<file path="src/rtl/xy_symbol_tx.sv">
// rtl/xy_symbol_tx.sv - count-command transmitter for the two-wire (x,y) increment protocol
// Emits the shortest 11/single symbol sequence for each command and shadows the receiver state.
module xy_symbol_tx #(
  parameter int CNT_W       = 8,
  parameter int GAP         = 0,
  parameter int ONE_SYM_SEL = 0
) (
  input  logic             clk,
  input  logic             rst,
  input  logic             cmd_valid,
  output logic             cmd_ready,
  input  logic [CNT_W-1:0] cmd_cnt,
  output logic             x,
  output logic             y,
  output logic             busy,
  output logic             done,
  output logic [1:0]       phase,
  output logic             z_pred
);

  typedef enum logic [1:0] {
    S_IDLE = 2'd0,
    S_SEND = 2'd1,
    S_GAP  = 2'd2
  } state_t;

  localparam logic [3:0] GAP_LAST = (GAP > 0) ? 4'(GAP - 1) : 4'd0;

  state_t           state, state_nxt;
  logic [CNT_W-1:0] rem, rem_nxt;
  logic [3:0]       gcnt, gcnt_nxt;
  logic             pick;
  logic             fin;
  logic [CNT_W-1:0] src;
  logic             two;
  logic [CNT_W-1:0] dec;
  logic             x_nxt, y_nxt;

  // The symbol is chosen from the command itself on the accept edge, otherwise from rem.
  assign src = (state == S_IDLE) ? cmd_cnt : rem;
  assign two = (src >= CNT_W'(2));
  assign dec = two ? CNT_W'(2) : CNT_W'(1);

  always_ff @(posedge clk) begin
    if (rst) begin
      state <= S_IDLE;
      rem   <= '0;
      gcnt  <= '0;
      x     <= 1'b0;
      y     <= 1'b0;
      done  <= 1'b0;
      phase <= 2'd0;
    end else begin
      state <= state_nxt;
      rem   <= rem_nxt;
      gcnt  <= gcnt_nxt;
      x     <= x_nxt;
      y     <= y_nxt;
      done  <= fin;
      // Receiver samples the registered symbol on this same edge.
      phase <= phase + {x & y, x ^ y};
    end
  end

  always_comb begin
    state_nxt = state;
    rem_nxt   = rem;
    gcnt_nxt  = gcnt;
    pick      = 1'b0;
    fin       = 1'b0;
    case (state)
      S_IDLE: begin
        if (cmd_valid) begin
          if (cmd_cnt == '0) fin = 1'b1;
          else               pick = 1'b1;
        end
      end
      S_SEND: begin
        if (rem == '0) begin
          state_nxt = S_IDLE;
          fin       = 1'b1;
        end else if (GAP > 0) begin
          state_nxt = S_GAP;
          gcnt_nxt  = GAP_LAST;
        end else begin
          pick = 1'b1;
        end
      end
      S_GAP: begin
        if (gcnt == 4'd0) pick = 1'b1;
        else              gcnt_nxt = gcnt - 4'd1;
      end
      default: state_nxt = S_IDLE;
    endcase
    if (pick) begin
      state_nxt = S_SEND;
      rem_nxt   = src - dec;
    end
  end

  always_comb begin
    cmd_ready = (state == S_IDLE);
    busy      = (state != S_IDLE);
    x_nxt     = pick & (two | (ONE_SYM_SEL == 0));
    y_nxt     = pick & (two | (ONE_SYM_SEL != 0));
    z_pred    = (phase == 2'd0);
  end

endmodule

</file>
<file path="config.mk">
export PLATFORM = sky130hd
export DESIGN_NAME = xy_symbol_tx
export DESIGN_NICKNAME = d
export VERILOG_FILES = /design/src/rtl/xy_symbol_tx.sv
export SDC_FILE = /design/constraint.sdc
export NUM_CORES = 1
export LEC_CHECK = 0
export CAP_MARGIN = 10
export CORE_AREA = 2 2 48 50
export CTS_CLUSTER_DIAMETER = 60
export DETAILED_ROUTE_END_ITERATION = 10
export DIE_AREA = 0 0 50 52
export GPL_ROUTABILITY_DRIVEN = 0
export GPL_TIMING_DRIVEN = 0
export PLACE_DENSITY = 0.78
export SLEW_MARGIN = 20
export SYNTH_ARGS = -nofsm -noshare
export SYNTH_HDL_FRONTEND = slang
export SYNTH_SLANG_ARGS = --single-unit
</file>
<file path="constraint.sdc">
create_clock -name clk -period 8.1 [get_ports clk]
set_input_delay 1.215 -clock clk [delete_from_list [all_inputs] [get_ports clk]]
set_output_delay 1.215 -clock clk [all_outputs]
set_load 0.05 [all_outputs]
</file>
Yosys cells after proc, flatten, opt, wreduce, memory -nomap -nowiden
Cells that the tools add are included.
{ "totals": {"wordCells": 47, "out_inout_bits": 8, "input_bits": 11, "ff_bits": 19} }
{ "classes": {"eq_ne": 5, "muxes": 14, "bitwise": 5, "n_lt_le_gt_ge": 1, "reduce_logical": 11, "addsub": 3} }
{ "op_table": {"columns": ["op", "count"], "rows": [
  ["$logic_not 8->1", 2],
  ["$ge 8x2->1 const B", 1],
  ["$mux 1", 8],
  ["$mux 8", 1],
  ["$sub 8x2->8", 1],
  ["$reduce_and 2->1", 3],
  ["$logic_not 2->1", 2],
  ["$logic_not 4->1", 1],
  ["$mux 2", 2],
  ["$pmux 2 s2", 1],
  ["$reduce_or 2->1", 2],
  ["$sub 4x1->4 const B", 1],
  ["$ne 3x3->1 const B", 1],
  ["$pmux 1 s3", 1],
  ["$add 2x2->2", 1],
  ["$and 1x1->1", 2],
  ["$eq 2x1->1 const B", 1],
  ["$eq 2x2->1 const B", 1],
  ["$ne 2x1->1 const B", 1],
  ["$ne 2x2->1 const B", 1],
  ["$not 1->1", 2],
  ["$pmux 1 s2", 1],
  ["$reduce_bool 2->1", 1],
  ["$xor 1x1->1", 1]
]} }

Longest topological paths before layout
Gate-level depths: netlist (run 1).
{ "logic_depth": {"word_depth": 6, "ltp_mapped": 13, "ltp_nobuf": 11} }

Worst setup path after synthesis (run 1)
Ideal clock, no wire load.
{ "synth_timing": {"path_type": "input -> register", "from": "input cmd_cnt[3]", "to": "register rem[3]", "setup_ns": 0.134, "path_stages": 9, "slack_ns": 4.665, "required_time_ns": 7.966, "t_arrival_ns": 3.301, "n_path_buf": 0, "path_cell_list": "nor3_4 > o211ai_4 > nor4b_2 > ha_1 > nor2b_1 > a2111oi_0 > nor2_1 > o21ai_0 > a31oi_1"} }
{ "synth_via": {"elab_chain_cells": 4, "elab_cells_between_ends": 8, "classes_between": "add/sub (1); order compare (1); mux (5); reduce/logical (1)"} }
{ "synth_rtl": {"columns": ["element", "line_no", "text"], "rows": [
  ["start: declaration", "12", "input logic [CNT_W-1:0] cmd_cnt,"],
  ["$mux 8 or $logic_not 8->1 (tied branches)", "40, 74", null],
  ["$ge 8x2->1 or $mux 1 (tied branches)", "41, 74", null],
  ["$mux 2 or $mux 1 (tied branches)", "42, 73", null],
  ["$sub 8x2->8 or $pmux 1 s3 (tied branches)", "97, 71", null],
  ["end signal: assignment", "55", "rem <= rem_nxt;"],
  ["end: declaration", "30", "logic [CNT_W-1:0] rem, rem_nxt;"]
]} }
Several ways; a longest one is shown, not always the timed one.
A chain may end at the register's enable or synchronous reset.

Final worst setup path (run 1)
Same ends and word-level chain as after synthesis.

==> reports/qor.csv, run 1 <==
metric,value,unit
outcome,"complete, no violations",
dr.pass1.iters,4,
ctsHtreeMaxLevel,1,
synth_edf_count,0,
grt_setup_unrepaired,no,
ys.flop_type,dfxtp_1,
cts_tree,done,
grt_antenna_before_repair,0,
dieArea,2600,um2
yosysSeqAreaShare,0.298,
min_path_cells,2,
rrSetupSlack,4.87,ns
cts_made_buffers,3,
busiest_layer,met2,
vias,841,
post_cts_resized,0,
clock_latency,0.28,ns
hold_path_class,reg -> reg,
final-setup-viol-count,0,
ys_top_cells_by_area,"dfxtp_1 (30%), ha_1 (5.3%), mux2i_4 (4.8%), nor2_1 (4.8%), a21oi_1 (3.7%)",
cp.required,8.26,ns
fin_nets,139,
antennaDiodeCount,0,
crit_buf_inv,1,
syn-cell-area,940,um2
root_buffer,clkbuf_4,
track_usage,0.198,
grt-ovfl-total,0,
final_max_slew_viol_count,0,
p_leak,0.441,nW
clk_pin_slew_worst_paths,0.09,ns
wl_per_cell,15.0,um
postSynthNetCount,116,
synth_top_cell_area_share,0.298,
period_needed,4.02,ns
hold_violations,0,
yosys.area.top_type,dfxtp_1,
die_height,52,um
synthDistinctLibCells,40,
area_delta_synth_final,26.8,%
cp_top_family,simple AND/OR/NAND/NOR gates,
final_cell_mix,"clkdlybuf4s50_1 (18), dfxtp_1 (14), nor2_1 (12), a21oi_1 (7), nand2_1 (6)",
grt_pass1_wl,3860,um
synth_cells,100,
dp_hpwl,1750,um
fin_skew,0.00305,ns
setup_tns,0,ns
cts_max_path_buffers,2,
portBuffers,18,
hp-start,rem[6]$_SDFFE_PP0P_,
core_area,2110,um2
rows,17,
crit_path_top_delay_cell,a2111oi_0,
synthArstFlopShare,0,
min_period_over_period,0.496,
io_pins,19,
met3_usage,0.0259,
drt_wl_total,2250,um
crit-reg2reg-launch,state[0]$_SDFFE_PP0P_,
tightest_slew,0.749,ns
power,0.274,mW
crit_fanout,5,
final_common_cell,clkdlybuf4s50_1,
ant_nets,0,
startpoint_type,primary input,
p_per_area,230,nW/um2
fmax,249,MHz
grt_pass1_vias,908,
grt_use_met1,0.208,
cp_cell_sequence,clkdlybuf4s50_1 -> nor3_4 -> o211ai_4 -> nor4b_2 -> ha_1 -> nor2b_1 -> a2111oi_0 -> nor2_1 -> o21ai_0 -> a31oi_1,
synth-seq-cells,14,
grt_max_degree,11,
path_class,in -> reg,
die_x,50,um
grt_use_met2,0.357,
fin_util,0.566,
cp-end-kind,flop,
slowest_delay,0.66,ns
max_slew_margin,0.488,
vias_per_cell,5.61,
reg2reg_to,rem[3]$_SDFFE_PP0P_,
cap_violations,0,
min_to,rem[6]$_SDFFE_PP0P_,
drtIter0Drc,14,
post_cts_buffers,0,
drc_errors,0,
syn_area_per_cell,9.40,um2
cts_sinks,14,
ir_drop,0.197,mV
holdBufCountCts,0,
r2r_cells,11,
initial_core_util,0.446,
drive_gt1_frac,0.139,
arrival,4.18,ns
yosysWarnings,0,
[worst min-delay path: cells and delay by family, from the launching register on]
family / cells / cell delay (ns)
AO/OA/AOI/OAI: 1 / 0.05
AND/OR/NAND/NOR: 1 / 0.07
flip-flops: 1 / 0.34
[final cells by class]
| class | instances | area [um2] |
|---|---|---|
| multi-input combinational | 77 | 603 |
| fill | 181 | 915 |
| clock buffer | 4 | 36.3 |
| timing repair buffer | 18 | 180 |
| sequential | 14 | 280 |
| inverter | 5 | 18.8 |
| buffer | 4 | 37.5 |
| tap | 28 | 35.0 |
[Yosys cell counts (2+ instances only)]
cell type and instances:
mux2_2 2, dfxtp_1 14, o21ai_1 3, ha_1 4, a31oi_1 2, nor2_1 12, o21ai_0 2, nand2_1 6
a21oi_1 7, nor4_1 2, xor2_1 3, buf_6 3, nand2b_1 2, mux2i_1 2, mux2i_4 2, inv_1 5
nor2b_1 4, nand3_1 3
[stage by stage]
step / area, um2 / hold WS (ns) / std cells / setup slack (ns)
2_1_floorplan: 940 / 0.442 / 100 / 4.66
3_3_place_gp: 1150 / 0.461 / 146 / 3.88
3_5_place_dp: 1150 / 0.492 / 146 / 3.80
4_1_cts: 1190 / 0.506 / 150 / 4.11
5_1_grt: 1190 / 0.547 / 150 / 3.84
6_report: 1190 / 0.506 / 150 / 4.08
[routing by layer]
metal | vias to the layer above | wire (um)
met3 | 9 | 57
met4 | 0 | 74
met5 | - | 0
met2 | 21 | 1150
li1 | 407 | -
met1 | 404 | 970
[sequential cells by signal, indices dropped and copies added, names as in the netlist]
register  flops
x             1
state         1
phase         2
done          1
rem           8
y             1
[cells by family (layout without fill, tap and decap cells)]
kind of cell               after synthesis  in the layout  synth area share
and+or+nand+nor                         40             40             0.269
AOI/OAI and AO/OA                       22             22             0.168
DFF                                     14             14             0.298
buffers and inverters                    9             31            0.0599
muxes                                    6              6            0.0932
adders and majority gates                5              5            0.0746
xor gates and xnor gates                 4              4            0.0373
[where the power goes]
| part | leakage [nW] | total (mW) | internal (mW) | switching, mW |
|---|---|---|---|---|
| sequential | 0.116 | 0.0930 | 0.0809 | 0.0121 |
| clock | 0.0210 | 0.0524 | 0.0274 | 0.0250 |
| combinational | 0.304 | 0.128 | 0.0530 | 0.0752 |
| total | 0.441 | 0.274 | 0.161 | 0.112 |
[worst max-delay path by stage]
stage / from / endpoint / slack, ns / depth (start not counted)
global route: cmd_cnt[3] / rem[3]$_SDFFE_PP0P_ / 3.84 / 10
detailed placement: cmd_cnt[3] / rem[3]$_SDFFE_PP0P_ / 3.80 / 10
finish: cmd_cnt[3] / rem[3]$_SDFFE_PP0P_ / 4.08 / 10
CTS: cmd_cnt[3] / rem[3]$_SDFFE_PP0P_ / 4.11 / 10
global placement: cmd_cnt[3] / rem[3]$_SDFFE_PP0P_ / 3.88 / 10
floorplan: cmd_cnt[3] / rem[3]$_SDFFE_PP0P_ / 4.66 / 9
(Power assumes the default switching activity.)
==> run 2: changes to the inputs <==
--- a/config.mk
+++ b/config.mk
@@ -6,10 +6,10 @@
 export NUM_CORES = 1
 export LEC_CHECK = 0
 export CAP_MARGIN = 10
-export CORE_AREA = 2 2 48 50
+export CORE_AREA = 2 2 49 51
 export CTS_CLUSTER_DIAMETER = 60
 export DETAILED_ROUTE_END_ITERATION = 10
-export DIE_AREA = 0 0 50 52
+export DIE_AREA = 0 0 51 53
 export GPL_ROUTABILITY_DRIVEN = 0
 export GPL_TIMING_DRIVEN = 0
 export PLACE_DENSITY = 0.78
==> constraint.sdc (replaced) <==
create_clock -name clk -period 3.2 [get_ports clk]
set_input_delay 0.48 -clock clk [delete_from_list [all_inputs] [get_ports clk]]
set_output_delay 0.48 -clock clk [all_outputs]
set_load 0.05 [all_outputs]
==> run 2 against run 1 <==
Compared with the run above:
- first-iteration DRC count fell by 21%
- die area rose by 4.0%
- worst hold slack got worse by 0.011 ns
- non-clock buffer count did not move
- global-route usage fell by 2.5 points
- largest power group unchanged
==> reports/qor.csv, run 2 (same netlist as run 1, synthesis figures left out) <==
metric,value,unit,change
dp_hpwl,1640,um,-6.3%
fillers,196,,+8.3%
area_delta_synth_final,28.5,%,
drc_errors,0,,unchanged
wl_met3,65,um,+14%
cts_max_path_buffers,2,,unchanged
wl_per_cell,14.3,um,-5.1%
hold_ws,0.495,ns,-0.0109 ns
grt_antenna_before_repair,0,,unchanged
fmax,328,MHz,
clock_latency,0.28,ns,about the same
period_needed,3.04,ns,
final_cell_mix,"clkdlybuf4s50_1 (18), dfxtp_1 (13), nor2_1 (12), a21oi_1 (7), nand2_1 (6)",,
outcome,"complete, no violations",,
hold_violations,0,,unchanged
ir_drop,0.420,mV,+110%
slowest_delay,0.50,ns,-0.16 ns
fin_skew,0.00246,ns,-0.000586 ns
post_cts_buffers,0,,unchanged
crit_buf_inv,1,,unchanged
antennaDiodeCount,0,,unchanged
cts_sinks,14,,unchanged
drtIter0Drc,11,,-3
dr.pass1.iters,4,,unchanged
cts_made_buffers,3,,unchanged
cp_cell_sequence,clkdlybuf4s50_1 -> nor3_4 -> o211ai_4 -> nor4b_4 -> ha_1 -> nor2b_1 -> a2111oi_2 -> or4b_1 -> a31oi_1,,
cts_tree,done,,
rows,17,,unchanged
largest_reg_flops,8,,unchanged
fin_nets,139,,unchanged
initial_core_util,0.437,,-0.00884
grt_pass1_wl,3510,um,-9.3%
p_leak,0.448,nW,+1.6%
drt_wl_total,2140,um,-5.1%
hold_path_class,reg -> reg,,
cap_violations,0,,unchanged
final_common_cell,clkdlybuf4s50_1,,
portBuffers,18,,unchanged
setup_tns,0,ns,unchanged
grt_pass1_vias,832,,-8.4%
dieArea,2700,um2,+4.0%
ant_nets,0,,unchanged
startpoint_type,primary input,,
drt-met1-wl,961,um,-0.93%
die_x,51,um,+2.0%
largestRegisters,"rem x8, phase x2",,
max_slew_margin,0.641,,+0.153
drive_gt1_frac,0.156,,+0.0164
p_per_area,577,nW/um2,+150%
arrival,3.26,ns,-0.92 ns
postLayoutCellArea,1210,um2,+1.4%
tightest_slew,0.537,ns,-0.213 ns
grt-ovfl-total,0,,unchanged
cp-end-kind,flop,,
crit_fanout,5,,unchanged
holdBufCountCts,0,,unchanged
die_height,53,um,+1.9%
crit_path_top_delay_cell,clkdlybuf4s50_1,,
final-setup-viol-count,0,,unchanged
clk_pin_slew_worst_paths,0.09,ns,about the same
largest_register,rem,,
path_class,in -> reg,,
ctsHtreeMaxLevel,1,,unchanged
final_max_slew_viol_count,0,,unchanged
place_area,1160,um2,+0.11%
min_period_over_period,0.951,,
grt_max_degree,11,,unchanged
root_buffer,clkbuf_4,,
io_pins,19,,unchanged
vias_per_cell,5.31,,-5.4%
vias,796,,-5.4%
core_area,2150,um2,+2.0%
topRoutingLayerUsed,met3,,
track_usage,0.173,,-0.0247
cp.required,3.41,ns,-4.85 ns
grt_setup_unrepaired,no,,
cp_top_family,simple AND/OR/NAND/NOR gates,,
wl_met2,1110,um,-3.4%
==> run 2: changes by cell type in the layout (fill, tap and decap cells not counted) <==
| cell | previous run | this run |
|---|---|---|
| dfxtp_1 | 14 | 13 |
| dfxtp_2 | 0 | 1 |
| a2111oi_0 | 1 | 0 |
| nor4b_4 | 0 | 1 |
| a2111oi_2 | 0 | 1 |
| nor4b_2 | 1 | 0 |
==> run 2: layout make-up <==
type	instances	area (um2)	share of cell area
well taps	28	35.0	0.0290
plain buffers	4	37.5	0.0311
flip-flops and latches	14	282	0.233
repair buffers	18	180	0.149
clock buffers	4	36.3	0.0301
multi-input cells	77	618	0.512
inverters	5	18.8	0.0155
==> run 2: path summary, 6_finish.rpt <==
path	slack, ns	cells after the start	end	from
setup / recovery	0.16	9	rem[3]$_SDFFE_PP0P_	cmd_cnt[3]
hold / removal	0.49	2	rem[6]$_SDFFE_PP0P_	rem[6]$_SDFFE_PP0P_
setup reg to reg	0.26	10	rem[3]$_SDFFE_PP0P_	state[0]$_SDFFE_PP0P_
hold reg to reg	0.49	2	rem[6]$_SDFFE_PP0P_	rem[6]$_SDFFE_PP0P_
==> run 2: where the power goes <==
group          switching (mW)  total [mW]  internal [mW]
Combinational           0.193       0.329          0.136
Sequential             0.0298       0.235          0.205
Clock                  0.0628       0.132         0.0693
==> run 2: per-stage QoR <==
stage | power (mW) | setup WS (ns) | instances | utilization
5_1_grt | 0.734 | 0.0515 | 150 | 0.562
2_1_floorplan | 0.469 | 0.158 | 100 | -
6_report | 0.696 | 0.155 | 150 | 0.562
4_1_cts | 0.697 | 0.113 | 150 | 0.560
3_3_place_gp | 0.550 | -0.288 | 146 | 0.538
3_5_place_dp | 0.560 | -0.403 | 146 | 0.538
==> run 2: what timing repair did <==
item,4_1_cts,5_1_grt
gates resized for setup,2,1
pin swaps,0,0
setup endpoints to repair,1,1
==> run 2: worst register-to-register path, cell delays in order, from the launching register on <==
cell and delay, ns:
dfxtp_2 0.34, buf_6 0.14, buf_6 0.17, mux2i_4 0.28, o211ai_4 0.15, nor4b_4 0.40
ha_1 0.19, nor2b_1 0.41, a2111oi_2 0.12, or4b_1 0.49, a31oi_1 0.18
==> run 2: routing by layer <==
| metal | vias to the layer above | global-route usage |
|---|---|---|
| li1 | 406 | - |
| met1 | 377 | 0.200 |
| met2 | 13 | 0.323 |
| met3 | 0 | 0.0424 |
| met4 | 0 | 0.0315 |
| met5 | - | 0 |
